File: config.mk
export PLATFORM = sky130hd
export DESIGN_NAME = mem_arbiter
export DESIGN_NICKNAME = d
export VERILOG_FILES = /design/src/rtl/mem_arbiter.sv
export SDC_FILE = /design/constraint.sdc
export NUM_CORES = 1
export LEC_CHECK = 0
export CORE_AREA = 2 2 133 122
export DETAILED_ROUTE_END_ITERATION = 12
export DIE_AREA = 0 0 135 124
export DONT_BUFFER_PORTS = 1
export SYNTH_ARGS = -nofsm -noshare
export SYNTH_HDL_FRONTEND = slang
export SYNTH_SLANG_ARGS = --single-unit
File: constraint.sdc
create_clock -name clk -period 1.7 [get_ports clk]
set_clock_uncertainty 0.05 [all_clocks]
set_input_delay 0.17 -clock clk [delete_from_list [all_inputs] [get_ports clk]]
set_output_delay 0.17 -clock clk [all_outputs]
set_load 0.03 [all_outputs]
File: src/rtl/mem_arbiter.sv
// Shared main-memory port arbiter for icache refill and dcache refill/writeback bursts.
module mem_arbiter #(
  parameter int unsigned BEATS    = 4,
  parameter int unsigned OFF_BITS = 4
) (
  input  logic        clk,
  input  logic        reset,
  input  logic        ic_req_valid,
  input  logic [31:0] ic_req_addr,
  output logic        ic_req_ready,
  output logic        ic_resp_valid,
  output logic [31:0] ic_resp_data,
  output logic        ic_done,
  input  logic        dc_req_valid,
  input  logic [31:0] dc_req_addr,
  input  logic        dc_req_rw,
  output logic        dc_req_ready,
  input  logic [31:0] dc_wdata,
  output logic        dc_wdata_ready,
  output logic        dc_resp_valid,
  output logic [31:0] dc_resp_data,
  output logic        dc_done,
  output logic        mem_req_valid,
  input  logic        mem_req_ready,
  output logic [31:0] mem_req_addr,
  output logic        mem_req_rw,
  output logic        mem_wdata_valid,
  output logic [31:0] mem_wdata,
  input  logic        mem_wdata_ready,
  input  logic        mem_resp_valid,
  input  logic [31:0] mem_resp_data,
  output logic        busy
);

  localparam int unsigned  CW        = $clog2(BEATS);
  localparam logic [31:0]  ADDR_MASK = ~((32'd1 << OFF_BITS) - 32'd1);
  localparam logic [CW-1:0] LAST_BEAT = CW'(BEATS - 1);

  typedef enum logic [2:0] {S_IDLE, S_CMD, S_WDATA, S_RDATA, S_DONE} state_t;
  typedef enum logic {OWN_I = 1'b0, OWN_D = 1'b1} owner_t;

  state_t        state_q, state_d;
  logic [CW-1:0] beat_q, beat_d;
  owner_t        last_q, last_d;
  owner_t        owner_q, owner_d;
  logic [31:0]   addr_q, addr_d;
  logic          rw_q, rw_d;
  logic          ic_rv_q, ic_rv_d, dc_rv_q, dc_rv_d;
  logic [31:0]   ic_rd_q, ic_rd_d, dc_rd_q, dc_rd_d;

  // State and datapath registers; reset discards any burst in flight.
  always_ff @(posedge clk) begin
    if (reset) begin
      state_q <= S_IDLE;
      beat_q  <= '0;
      last_q  <= OWN_I;
      owner_q <= OWN_I;
      addr_q  <= '0;
      rw_q    <= 1'b0;
      ic_rv_q <= 1'b0;
      dc_rv_q <= 1'b0;
      ic_rd_q <= '0;
      dc_rd_q <= '0;
    end else begin
      state_q <= state_d;
      beat_q  <= beat_d;
      last_q  <= last_d;
      owner_q <= owner_d;
      addr_q  <= addr_d;
      rw_q    <= rw_d;
      ic_rv_q <= ic_rv_d;
      dc_rv_q <= dc_rv_d;
      ic_rd_q <= ic_rd_d;
      dc_rd_q <= dc_rd_d;
    end
  end

  // Next-state, grant and memory-port control.
  always_comb begin
    state_d         = state_q;
    beat_d          = beat_q;
    last_d          = last_q;
    owner_d         = owner_q;
    addr_d          = addr_q;
    rw_d            = rw_q;
    ic_rv_d         = 1'b0;
    dc_rv_d         = 1'b0;
    ic_rd_d         = ic_rd_q;
    dc_rd_d         = dc_rd_q;
    ic_req_ready    = 1'b0;
    dc_req_ready    = 1'b0;
    mem_req_valid   = 1'b0;
    mem_req_addr    = '0;
    mem_req_rw      = 1'b0;
    mem_wdata_valid = 1'b0;
    mem_wdata       = '0;
    dc_wdata_ready  = 1'b0;
    ic_done         = 1'b0;
    dc_done         = 1'b0;

    case (state_q)
      S_IDLE: begin
        if (!reset && (ic_req_valid || dc_req_valid)) begin
          // Tie goes to whichever side did not win last time.
          if (dc_req_valid && (!ic_req_valid || last_q == OWN_I)) begin
            dc_req_ready = 1'b1;
            owner_d      = OWN_D;
            last_d       = OWN_D;
            addr_d       = dc_req_addr & ADDR_MASK;
            rw_d         = dc_req_rw;
          end else begin
            ic_req_ready = 1'b1;
            owner_d      = OWN_I;
            last_d       = OWN_I;
            addr_d       = ic_req_addr & ADDR_MASK;
            rw_d         = 1'b0;
          end
          beat_d  = '0;
          state_d = S_CMD;
        end
      end

      S_CMD: begin
        mem_req_valid = 1'b1;
        mem_req_addr  = addr_q;
        mem_req_rw    = rw_q;
        if (mem_req_ready) begin
          beat_d  = '0;
          state_d = rw_q ? S_WDATA : S_RDATA;
        end
      end

      S_WDATA: begin
        mem_wdata_valid = 1'b1;
        mem_wdata       = dc_wdata;
        dc_wdata_ready  = mem_wdata_ready;
        if (mem_wdata_ready) begin
          beat_d = beat_q + CW'(1);
          if (beat_q == LAST_BEAT) state_d = S_DONE;
        end
      end

      S_RDATA: begin
        if (mem_resp_valid) begin
          if (owner_q == OWN_D) begin
            dc_rv_d = 1'b1;
            dc_rd_d = mem_resp_data;
          end else begin
            ic_rv_d = 1'b1;
            ic_rd_d = mem_resp_data;
          end
          beat_d = beat_q + CW'(1);
          if (beat_q == LAST_BEAT) state_d = S_DONE;
        end
      end

      S_DONE: begin
        ic_done = (owner_q == OWN_I);
        dc_done = (owner_q == OWN_D);
        state_d = S_IDLE;
      end

      default: state_d = S_IDLE;
    endcase
  end

  assign ic_resp_valid = ic_rv_q;
  assign ic_resp_data  = ic_rd_q;
  assign dc_resp_valid = dc_rv_q;
  assign dc_resp_data  = dc_rd_q;
  assign busy          = (state_q != S_IDLE);

endmodule

# Word-level counts from Yosys, hierarchy flattened
# Cells that the tools add are included.
op_classes:
  bitwise_logic: 3
  mul: 0
  shift: 0
  n_addsub: 1
  reduce_logical: 15
  mux: 30
  n_div: 0
  eq_ne: 9
  n_lt_le_gt_ge: 0
op_table:
  columns: ["cell", "n"]
  rows:
  - ["2-to-1 mux 32 bit", 3]
  - ["2-to-1 mux 1 bit", 16]
  - ["2-to-1 mux 3 bit", 5]
  - ["case mux 3 bit (4 select lines)", 1]
  - ["2-to-1 mux 2 bit", 4]
  - ["!= test 2 bit (second input constant)", 4]
  - ["case mux 2 bit (4 select lines)", 1]
  - ["== test 3 x 2 -> 1 bit (second input constant)", 2]
  - ["AND reduction 3 bit", 2]
  - ["AND reduction 5 bit", 1]
  - ["AND reduction 4 bit", 1]
  - ["nonzero test 4 bit", 1]
  - ["== test 3 x 1 -> 1 bit (second input constant)", 1]
  - ["== test 3 bit (second input constant)", 1]
  - ["zero test 3 bit", 1]
  - ["inverter 1 bit", 3]
  - ["nonzero test 3 bit", 1]
  - ["OR reduction 3 bit", 1]
  - ["adder 2 x 1 -> 2 bit (second input constant)", 1]
  - ["== test 2 bit (second input constant)", 1]
  - ["logical AND 1 bit", 2]
  - ["zero test 1 bit", 2]
  - ["logical OR 1 bit", 2]
  - ["AND reduction 2 bit", 1]
totals:
  in_bits: 136
  latch_bits: 0
  romBits: 0
  n_memories: 0
  out_inout_bits: 139
  ff_bits: 105
  mem_bits_rw: 0
  word_cells: 67

# Longest topological paths before layout
depth:
  ltp_word: 6
  mapped_depth: 7
  mapped_depth_nobuf: 4

# Worst setup path before layout
# OpenSTA, ideal clock, no wires.
synth_timing:
  path_type: "reg2out"
  startpoint: "register state_q[0]"
  endpoint: "output mem_req_addr[10]"
  required_time_ns: 1.480
  path_stages_with_launch: 5
  path_buffers: 2
  setup_slack_ns: -0.212
  t_arrival_ns: 1.692
  path_cell_list: "dfxtp_1 buf_2 nor3b_1 clkbuf_1 and2_1"
synth_via:
  elab_chain_len: 2
synth_rtl:
  columns: ["item", "line", "rtl"]
  rows:
  - ["start: declaration", "42", "state_t state_q, state_d;"]
  - ["start signal: assignment", "65", "state_q <= state_d;"]
  - ["== test 3 x 1 -> 1 bit", "101", "case (state_q)"]
  - ["2-to-1 mux 32 bit", "101", null]
  - ["end: declaration", "25", "output logic [31:0] mem_req_addr,"]
# Every way passes these cells.

# Worst setup path in the final report
layout_timing:
  startpoint: "register state_q[1]"
  endpoint: "output mem_req_addr[27]"
# The elaborated chain is that of the path after synthesis.

==> out/metrics.cfg <==
[finish]
final_nets=759
n_antenna_cell=0
area.growth.synth_to_final_pct=43.17
design_area_sq_um=6515
layout-drive-gt1-share=0.3254
fillers=1468
regArea_sq_um=2033
multi_input_area_sq_um=2450

[power_and_ir_drop]
ir_worst_vdd_v=0.0004434
total_leakage_power_nw=2.457
p_per_area_nw_per_um2=996.6

[clock_network]
cts_root_buf=clkbuf_16
path_clk_slew_ns=0.06
cts_tree=yes
cts_buffer_depth=2
clk-insertion-delay-late_ns=0.34
cts.htree.levels=3
numCtsBuffers=9
cts_sinks=101

[sta]
post-route-period-util=1.057
drv_slew=0
setup_ws_ns=-0.09682
rsz0062_at_grt=true
fin_crit_ns=1.797
hold_viol=100
setup_viol=64
hold_ws_ns=-0.1543
fmax_ghz=0.5565

[placed_design]
placed_area_sq_um=5522
place_ws_ns=-0.002958
place.gp.congestion=0.7927
hpwl_um=8990
portBuffers=0

[route]
via_per_inst=4.849
firstDrtPassIters=4
ant_nets=0
wl_per_cell_um=15.69
routed_wl_um=13010
drc=0
vias=4020
drt_iter0_drc=156

[yosys]
synthTopCellsByArea=dfxtp_1, nand2_1, and2_1
yosysSeqAreaShare=0.4443
yosys_warnings=0
synth_top_area_cell=dfxtp_1
synth_area_sq_um=4551
synthDistinctLibCells=38
synthFlopType=dfxtp_1
synth-edff-count=0
syn_area_per_cell_sq_um=8.474
ys_seq_elements=101
synthCells=537
synthArstFlopShare=0
synth_top_area_share=0.4443

[worst_setup_path]
r2r_cells=5
cp-end-kind=output pin
reg2reg_from=state_q[0]
crit_arrival_ns=1.58
crit_fanout=32
r2r-end=addr_q[18]
worstSetupPathType=register to output pin
ff2ff_setup_slack_ns=0.03
critPathLaunchType=register
critical_path_required_ns=1.48

[worst_hold_path]
hp-start=reset
min_path_type=input port to register
hold_depth=1
hold_end=addr_q[31]

[global_routing]
gr-total-overflow=0
antenna_found_initial=0
track_usage=0.1439
grt_max_degree=104
grt_pass1_wl_um=19110
grt_pass1_vias=3948

[run]
max-cap-violations=0

[floorplan]
core.rowCount=43
core_region_area_sq_um=15280
io_pins=275
die_y_um=124
initial_core_util=0.2978
fp.dieW_um=135
design.die.area_sq_um=16740

[outcome]
violations=hold timing, setup timing
status=finished with violations

==> how the worst max path moves through the flow <==
stage / start / to / slack, ns / cells past startpoint
4_1_cts: state_q[0] / mem_wdata[30] / -0.11 / 6
5_1_grt: state_q[1] / mem_req_addr[30] / -0.15 / 5
6_report: state_q[1] / mem_req_addr[27] / -0.1 / 5
2_1_floorplan: state_q[0] / mem_wdata[22] / -0.05 / 4
3_3_place_gp: state_q[2] / addr_q[23] / 0.08 / 5
3_5_place_dp: state_q[2] / addr_q[18] / -0.003 / 5
==> synth_stat cells, types with 3 or more instances <==
cell type	number
a211oi_2	28
a21oi_1	71
and2_1	63
buf_2	17
buf_4	5
buf_6	7
clkbuf_1	17
dfxtp_1	101
mux2i_1	29
nand2_1	130
nand2b_1	3
nor2_1	35
==> kinds of logic (layout without fill, tap and decap cells) <==
logic type,count (synthesis),in the layout,share of synthesized area
AND/OR/NAND/NOR,245,245,0.2510
adder cells (fa/ha/maj),1,1,0.002749
AO/OA/AOI/OAI,110,110,0.1740
flip-flops,101,101,0.4443
other,1,4,0.0008241
multiplexers,30,30,0.06626
buffers and inverters,49,136,0.06077
==> power breakdown <==
part	total, mW	internal (mW)	switching [mW]
Clock	2.10	1.19	0.915
Sequential	2.62	2.51	0.111
Combinational	1.77	0.855	0.914
Total	6.49	4.55	1.94
==> routing by layer <==
layer  up-vias  GRT usage  part of all wire  wire length (um)
met1      1884     0.1503              0.36              4714
met4         0    0.05339             0.016               209
met5         -          0                 0                 0
met2       180     0.2678              0.54              7025
met3        17    0.05006             0.081              1060
li1       1939          -                 -                 -
==> repair_timing <==
action / in CTS / in global routing
buffers inserted: 7 / 0
cloned: 4 / 0
hold endpoints to repair: 101 / 100
setup endpoints to repair: 69 / 96
gates resized for setup: 105 / 15
pin swaps: 36 / 2
hold buffers: 1 / 22
==> critical path, stage by stage (launching register included) <==
cell	delay, ns
dfxtp_4	0.38
buf_6	0.13
nor3b_4	0.21
buf_12	0.19
and2_1	0.17
buf_6	0.14
==> placed cells by master (no fill, tap or decap), types with 2 or more instances in the layout <==
| cell | Yosys | final |
|---|---|---|
| buf_4 | 5 | 12 |
| dfxtp_1 | 101 | 98 |
| dlygate4sd3_1 | 0 | 23 |
| nor2_4 | 1 | 2 |
| mux2i_1 | 29 | 29 |
| buf_12 | 0 | 24 |
| inv_1 | 2 | 2 |
| a21oi_1 | 71 | 71 |
| clkbuf_16 | 0 | 9 |
| nor2_1 | 35 | 28 |
| nand2b_1 | 3 | 2 |
| and2_1 | 63 | 20 |
| o21a_1 | 2 | 2 |
| and2_4 | 0 | 43 |
| clkinvlp_4 | 0 | 2 |
| buf_6 | 7 | 59 |
| dfxtp_4 | 0 | 3 |
| o21ai_0 | 2 | 2 |
| a211oi_2 | 28 | 28 |
| nor3_1 | 2 | 2 |
| nand2_1 | 130 | 130 |
| nor3b_4 | 0 | 2 |
| nor2_2 | 0 | 6 |
| inv_6 | 0 | 2 |
| conb_1 | 1 | 4 |
==> registers in the layout (all words and copies together), names as in the netlist <==
signal / flops
owner_q: 1
ic_resp_valid: 1
dc_resp_valid: 1
state_q: 3
dc_resp_data: 32
beat_q: 2
rw_q: 1
addr_q: 28
ic_resp_data: 32
==> layout make-up <==
type / count / area share
Clock buffer: 10 / 0.03668
Clock inverter: 6 / 0.01037
Inverter: 2 / 0.001152
Multi-Input combinational cell: 390 / 0.3760
Sequential cell: 101 / 0.3121
Tap cell: 202 / 0.03879
Timing Repair Buffer: 118 / 0.2249
==> stage by stage <==
| step | setup TNS [ns] | util | power, mW | std cells |
|---|---|---|---|---|
| finish | -4.283 | 0.4264 | 6.493 | 829 |
| global route | -8.550 | 0.4264 | 6.786 | 829 |
| CTS | -5.128 | 0.4094 | 6.493 | 807 |
| detailed placement | -0.002958 | 0.3614 | 4.140 | 779 |
| global placement | 0 | 0.3614 | 4.081 | 779 |
| floorplan | -0.4611 | - | 3.713 | 540 |
(Power assumes the default switching activity.)
